[src/rtl/regfile_dump.sv]
// rtl/regfile_dump.sv - register file debug dumper: walks FIRST_REG..LAST_REG onto a valid/ready stream
//
// Ports:
//   clk, rst              rising-edge clock, synchronous active-high reset
//   start                 dump request, honoured only when idle
//   busy, done            busy while a dump is in flight; done pulses once after the final handshake
//   rf_raddr, rf_rdata    combinational read port of the register file
//   out_valid/out_ready   output stream handshake
//   out_data/out_addr     captured word and its register address
//   out_last              final beat of the dump
//
// Optional feature: define REGDUMP_CHECKSUM_EN to append an XOR checksum beat
// (out_addr=0, out_last=1) after the LAST_REG word.

module regfile_dump #(
    parameter int FIRST_REG = 0,
    parameter int LAST_REG  = 31,
    parameter int DATA_W    = 32
) (
    input  logic              clk,
    input  logic              rst,
    input  logic              start,
    output logic              busy,
    output logic              done,
    output logic [4:0]        rf_raddr,
    input  logic [DATA_W-1:0] rf_rdata,
    output logic              out_valid,
    input  logic              out_ready,
    output logic [DATA_W-1:0] out_data,
    output logic [4:0]        out_addr,
    output logic              out_last
);

    generate
        if (FIRST_REG < 0 || FIRST_REG > LAST_REG || LAST_REG > 31) begin : g_bad_range
            $error("regfile_dump: need 0 <= FIRST_REG <= LAST_REG <= 31");
        end
    endgenerate

    localparam logic [4:0] FIRST_A = 5'(FIRST_REG);
    localparam logic [4:0] LAST_A  = 5'(LAST_REG);

    typedef enum logic [1:0] {IDLE, READ, SEND} state_t;

    state_t              state_q, state_d;
    logic [4:0]          raddr_q, raddr_d;
    logic                valid_q, valid_d;
    logic [DATA_W-1:0]   data_q, data_d;
    logic [4:0]          addr_q, addr_d;
    logic                last_q, last_d;
    logic                done_q, done_d;
    logic                busy_q, busy_d;
`ifdef REGDUMP_CHECKSUM_EN
    logic [DATA_W-1:0]   csum_q, csum_d;
    // Set once the LAST_REG word has been accepted: the next READ emits the checksum.
    logic                pend_q, pend_d;
`endif

    always_comb begin
        state_d = state_q;
        raddr_d = raddr_q;
        valid_d = valid_q;
        data_d  = data_q;
        addr_d  = addr_q;
        last_d  = last_q;
        done_d  = 1'b0;
        busy_d  = busy_q;
`ifdef REGDUMP_CHECKSUM_EN
        csum_d  = csum_q;
        pend_d  = pend_q;
`endif
        case (state_q)
            IDLE: begin
                raddr_d = FIRST_A;
                if (start) begin
                    state_d = READ;
                    busy_d  = 1'b1;
`ifdef REGDUMP_CHECKSUM_EN
                    csum_d  = '0;
                    pend_d  = 1'b0;
`endif
                end
            end
            READ: begin
                valid_d = 1'b1;
                state_d = SEND;
`ifdef REGDUMP_CHECKSUM_EN
                if (pend_q) begin
                    data_d = csum_q;
                    addr_d = 5'd0;
                    last_d = 1'b1;
                end else begin
                    data_d = rf_rdata;
                    addr_d = raddr_q;
                    last_d = 1'b0;
                    csum_d = csum_q ^ rf_rdata;
                end
`else
                data_d = rf_rdata;
                addr_d = raddr_q;
                last_d = (raddr_q == LAST_A);
`endif
            end
            SEND: begin
                if (valid_q && out_ready) begin
                    valid_d = 1'b0;
                    if (last_q) begin
                        done_d  = 1'b1;
                        busy_d  = 1'b0;
                        state_d = IDLE;
                        raddr_d = FIRST_A;
                    end else begin
                        state_d = READ;
`ifdef REGDUMP_CHECKSUM_EN
                        // Hold the address at LAST_REG rather than stepping past it.
                        if (raddr_q == LAST_A) begin
                            pend_d = 1'b1;
                        end else begin
                            raddr_d = raddr_q + 5'd1;
                        end
`else
                        raddr_d = raddr_q + 5'd1;
`endif
                    end
                end
            end
            default: state_d = IDLE;
        endcase
    end

    always_ff @(posedge clk) begin
        if (rst) begin
            state_q <= IDLE;
            raddr_q <= FIRST_A;
            valid_q <= 1'b0;
            data_q  <= '0;
            addr_q  <= 5'd0;
            last_q  <= 1'b0;
            done_q  <= 1'b0;
            busy_q  <= 1'b0;
`ifdef REGDUMP_CHECKSUM_EN
            csum_q  <= '0;
            pend_q  <= 1'b0;
`endif
        end else begin
            state_q <= state_d;
            raddr_q <= raddr_d;
            valid_q <= valid_d;
            data_q  <= data_d;
            addr_q  <= addr_d;
            last_q  <= last_d;
            done_q  <= done_d;
            busy_q  <= busy_d;
`ifdef REGDUMP_CHECKSUM_EN
            csum_q  <= csum_d;
            pend_q  <= pend_d;
`endif
        end
    end

    assign rf_raddr  = raddr_q;
    assign out_valid = valid_q;
    assign out_data  = data_q;
    assign out_addr  = addr_q;
    assign out_last  = last_q;
    assign done      = done_q;
    assign busy      = busy_q;

endmodule

[config.mk]
export PLATFORM = sky130hd
export DESIGN_NAME = regfile_dump
export DESIGN_NICKNAME = d
export VERILOG_FILES = /design/src/rtl/regfile_dump.sv
export SDC_FILE = /design/constraint.sdc
export NUM_CORES = 1
export LEC_CHECK = 0
export CORE_MARGIN = 8
export CORE_UTILIZATION = 34
export DETAILED_ROUTE_END_ITERATION = 12
export DONT_BUFFER_PORTS = 1
export PLACE_DENSITY_LB_ADDON = 0.08
export SETUP_SLACK_MARGIN = 0.2
export SKIP_CTS_REPAIR_TIMING = 1
export SYNTH_ARGS = -nofsm -noshare
export SYNTH_HDL_FRONTEND = slang
export SYNTH_SLANG_ARGS = --single-unit
[constraint.sdc]
create_clock -name clk -period 1.3 [get_ports clk]
set_input_delay 0.26 -clock clk [delete_from_list [all_inputs] [get_ports clk]]
set_output_delay 0.26 -clock clk [all_outputs]
set_load 0.02 [all_outputs]
Yosys cells after proc, flatten, opt, wreduce, memory -nomap -nowiden
Cells that the tools add are included.
Storage, ports and cells
  register bits: 48
  output and inout port bits: 46
Cells by class
  $add $sub $neg: 1
  equality and inequality tests: 6
  multiplexer cells: 14
  bitwise operators: 2
  reductions and logical operators: 9
Operators by type and width (number)
  $mux 5: 2
  $pmux 5 s2: 1
  $mux 1: 6
  $ne 2x2->1 const B: 3
  $pmux 2 s3: 1
  $reduce_and 2->1: 3
  $add 5x1->5 const B: 1
  $eq 5x5->1 const B: 1
  $mux 2: 2
  $pmux 1 s2: 2
  $reduce_and 4->1: 1
  $reduce_bool 2->1: 2
  $reduce_or 3->1: 1
  $eq 2x1->1 const B: 1
  $eq 2x2->1 const B: 1
  $logic_not 2->1: 1
  $not 1->1: 2
  $logic_and 1x1->1: 1

Logic depth before layout (Yosys ltp)
Gate-level depths: netlist of run 1.
  depth after elaboration: 4
  depth in mapped cells: 5
  gate-level depth less buffers: 5

Worst setup path before layout of run 1
Ideal clock, no wire load.
  kind: register to register
  from: register valid_q, in the netlist out_valid
  to: register raddr_q[3], in the netlist rf_raddr[3]
  setup time: 0.079 ns
  arrival: 1.327 ns
  setup slack: -0.106 ns
  cell stages (with the launch flop): 4
  path buffers: 0
  clock period less this slack: 1.406 ns
  cell sequence: dfxtp_1 a21boi_4 or4_4 a211oi_2
On the way
  word-level cells in the longest chain between the ends: 3
RTL lines
  from (decl): RTL line 47  | logic valid_q, valid_d;
  from (signal assigned): RTL line 148  | valid_q <= valid_d;
  $logic_and 1x1->1: RTL line 105  | if (valid_q && out_ready) begin
  $ne 2x2->1 (no source line)
  $reduce_and 2->1 (no source line)
  to (signal assigned): RTL line 147  | raddr_q <= raddr_d;
  to (decl): RTL line 46  | logic [4:0] raddr_q, raddr_d;
No other way between the ends.
A chain may end at the register's enable or synchronous reset.

Worst setup path in the final report of run 1
  from: register raddr_q[0], in the netlist rf_raddr[0]
  to: register raddr_q[4], in the netlist rf_raddr[4]
On the way
  word-level cells in the longest chain between the ends: 4
RTL lines
  $add 5x1->5: RTL line 122  | raddr_d = raddr_q + 5'd1;
  $mux 5: RTL line 107  | if (last_q) begin
  $mux 5: RTL line 105
  $pmux 5 s2: RTL line 72  | case (state_q)
No other way between the ends. The select of a mux whose other input is x is not followed.

==> results.txt, run 1 <==
In the post-synthesis netlist, the biggest area contributors are dfxtp_1 (54%), nand2_1 (16%), a21oi_1 (12%). After synthesis, the largest area contributor takes up 53.9% of total cell area. The power consumption came out at around 3700 uW.

The required time of the worst setup path is approximately 1.5 ns. The share of synthesized flip-flops with an asynchronous set or reset is 0%. The fraction of final layout cells with drive strength greater than 1 came out at 62.6%.

The remaining global-route overflow came out at 0. The logic gate share of total power came out at 28.3%. Summed over all instances, the cell type with the most area after synthesis is dfxtp_1. The actual slew at the worst max-slew pin is 0.311 ns.

Of all nets on the critical path, the largest fanout is 6. The number of setup violations in the final report came out at 0. The area of all placed cells without fillers is 2810 sq um. In this run the worst hold path is classified as in -> reg.

After layout, the minimum clock period comes to 1.24 ns. The net switching power of the design came out at 1200 uW. The average wire per cell in the routed design is 18.6 um. The max-slew headroom at the worst pin came out at between 70% and 80%. The worst setup path is launched from a register. In this run, the clock network consumes 21.5% of the power.

The number of placed I/O pins came out at 82. The instance area after placement came out at 2000 sq um. After detailed routing, the number of remaining DRC violations is 0.

Setup slack closes at 0.0566 ns. The Yosys warning count is 0. The placeable core region is 5070 sq um. The die width is ~88 um. The standard-cell row count is 26. The initial utilization of the core area, before any placement, comes to 35.1%.

Clock-pin slew was measured on the worst setup and hold paths at 0.08 ns. The detailed-route vias per instance is 5.29. The count of port buffers added during placement came out at 0. The run finished with clean final reports. The clock passes through at most 2 buffers. The max-capacitance violation count came out at 0. The worst setup path is captured at a register.

Compared with the post-synthesis result, the final layout area differs by 57.7%. The total of flip-flops plus latches after synthesis came out at 48. The internal power of the cells is 2460 uW. The max-slew violation count came to 0. The die covers 7810 sq um. The sequential share of power came out at 50.2%. The synthesized cell area came out at 1780 sq um.

For this run, the leading register cell type out of synthesis is dfxtp_1. The number of nets in the layout is 277. The final hold violation count came to 0. Net switching is 32.8% of the power. The number of buffers inserted during clock tree synthesis is 5. The number of different library cells in the post-synthesis netlist is 24. The layout has roughly 460 filler cells. The first TritonRoute pass finished after 4 iterations. Routability-driven placement finished with a final weighted congestion of 0.779. The data arrival time of the critical path came out at 1.47 ns. The clock reaches the later pin of the worst-skew pair after between 0.2 and 0.3 ns.

After synthesis, flip-flops and latches occupy between 50% and 60% of the total area. Counting cells, the worst reg-to-reg path comes to 5. The portion of the clock cycle consumed by the worst path in the final layout came out at 95.6%. The cell sitting at the root of the clock tree is a clkbuf_8. The final layout contains routed wiring with a total length of 5740 um.

The final clock skew came out at 0.00745 ns. The y dimension of the die is 88.4 um. The global-route wire length before repair is ~7200 um. The number of antenna violations at the first check in global routing came out at 0. After synthesis, the mean cell area works out to 8.21 sq um.

The final core utilization is a little under three fifths. The number of routed nets with antenna violations is 0. The number of vias after detailed routing is 1628.

The critical path in this run is classified as reg -> reg. The total power density per cell area is 1300 nW/um^2. The peak ir drop on the vdd network is slightly above 0.6 mV. The pre-CTS setup slack is 0.0122 ns. The tree built by TritonCTS fans out to 48 sinks. The number of cells on the worst hold path is 1. The accumulated negative setup slack came out at 0 ns. The number of enable flip-flop cells after synthesis is 0. The antenna diode instance count came out at 0. The static leakage is 0.00103 uW.

Setup repair after global routing could not meet its margin everywhere. The overall global routing resource usage is between 10% and 20%. The number of instances in the synthesized netlist is 217. The TritonCTS clock tree is built.

Static timing analysis puts the maximum clock frequency at 804 MHz. The maximum level of the CTS H-tree came out at 2. The via count of the first global-routing pass came out at between 1500 and 2000. The total nets after synthesis came out at approximately 260. The half-perimeter wire length after placement came out at roughly 3500 um. The largest net degree at the start of global routing came out at 49. The initial DRC count came out at 61.
final timing paths:
path                                   from     endpoint  slack [ns]
worst max-delay path            rf_raddr[0]  rf_raddr[4]        0.06
worst min register to register  rf_raddr[2]  out_addr[2]        0.51
worst min-delay path                    rst     out_last        0.03
worst max register to register  rf_raddr[0]  rf_raddr[4]        0.06
cell type report:
class / count / area (sq um) / area share, %
Multi-Input combinational cell: 154 / 1270 / 45.1
Sequential cell: 48 / 983 / 35.0
Inverter: 1 / 3.75 / 0.134
Timing Repair Buffer: 29 / 395 / 14.1
Clock buffer: 6 / 72.6 / 2.58
Tap cell: 70 / 87.6 / 3.12
synthesized netlist by cell type (2+ instances only):
library cell  instances
nor2b_1               3
nand2_1              77
o21ai_0               5
clkbuf_1              8
buf_2                 4
a211oi_1              5
buf_4                 2
nor2_1                2
a21oi_1              42
o31ai_1               2
ha_1                  2
dfxtp_1              48
nand2b_1              2
nand3_1               4
or3_1                 2
sequential cells by signal, indices dropped and copies added, names as in the netlist:
name,flops
busy,1
out_addr,5
out_data,32
out_valid,1
done,1
out_last,1
state_q,2
rf_raddr,5
through the flow:
step,hold slack [ns],std cells
2_1_floorplan,0.345,217
3_3_place_gp,0.331,291
3_5_place_dp,0.334,291
4_1_cts,0.0126,297
5_1_grt,0.00659,308
6_report,0.0297,308
power by group through the flow:
stage               registers (uW)  clock network, uW  logic (uW)
global placement              1840                  0         479
CTS                           1810                829         498
detailed placement            1840                  0         497
global route                  1850                885        1110
finish                        1840                788        1030
floorplan                     1830                  0         341
per-layer routing:
layer / GRT usage, % / vias to the layer above / wire [um]
met4: 4.30 / 0 / 78
li1: - / 768 / -
met3: 5.85 / 8 / 547
met2: 20.1 / 70 / 2860
met5: 0 / - / 0
met1: 12.2 / 782 / 2250
cells by family (layout without fill, tap and decap cells):
kind of cell               after synthesis  after routing  share of synthesized area [%]
and+or+nand+nor                         94             94                           21.9
DFF                                     48             48                           53.9
adders and majority gates                2              2                           1.40
buffers and inverters                   15             36                           3.86
AOI/OAI and AO/OA                       58             58                           18.9
critical path: stages, from the launching register on:
cell,delay [ns]
dfxtp_4,0.37
ha_4,0.15
and3_4,0.18
ha_4,0.25
nand3_2,0.05
a211oi_2,0.16
cells in the final DEF (no fill, tap or decap), drive strengths merged:
| cell type | count |
|---|---|
| a211oi | 6 |
| a21bo | 1 |
| a21boi | 1 |
| a21oi | 42 |
| nor2b | 3 |
| nand2b | 2 |
| nor2 | 2 |
| nand3 | 4 |
| and3 | 1 |
| nor3 | 1 |
| dfxtp | 48 |
| ha | 2 |
| buf | 26 |
| o31ai | 2 |
| nand2 | 77 |
| or3 | 2 |
| o21ai | 5 |
| or4 | 1 |
| clkbuf | 9 |
| inv | 1 |
| nor3b | 1 |
| o21bai | 1 |
Power figures use the tool's default switching activity.
==> run 2: changes to the inputs <==
--- a/config.mk
+++ b/config.mk
@@ -12,6 +12,7 @@
 export PLACE_DENSITY_LB_ADDON = 0.08
 export SETUP_SLACK_MARGIN = 0.2
 export SKIP_CTS_REPAIR_TIMING = 1
+export SLEW_MARGIN = 20
 export SYNTH_ARGS = -nofsm -noshare
 export SYNTH_HDL_FRONTEND = slang
 export SYNTH_SLANG_ARGS = --single-unit
==> results of run 2 <==
Same layout as run 1: the final DEF is identical, and so are final timing and power.
==> run 3: changes to the inputs <==
--- a/config.mk
+++ b/config.mk
@@ -5,6 +5,7 @@
 export SDC_FILE = /design/constraint.sdc
 export NUM_CORES = 1
 export LEC_CHECK = 0
+export ABC_CLOCK_PERIOD_IN_PS = 1300
 export CORE_MARGIN = 8
 export CORE_UTILIZATION = 34
 export DETAILED_ROUTE_END_ITERATION = 12
@@ -12,6 +13,7 @@
 export PLACE_DENSITY_LB_ADDON = 0.08
 export SETUP_SLACK_MARGIN = 0.2
 export SKIP_CTS_REPAIR_TIMING = 1
+export SKIP_LAST_GASP = 1
 export SLEW_MARGIN = 20
 export SYNTH_ARGS = -nofsm -noshare
 export SYNTH_HDL_FRONTEND = slang
==> results of run 3 <==
Same layout as run 1: the final DEF is identical, and so are final timing and power.
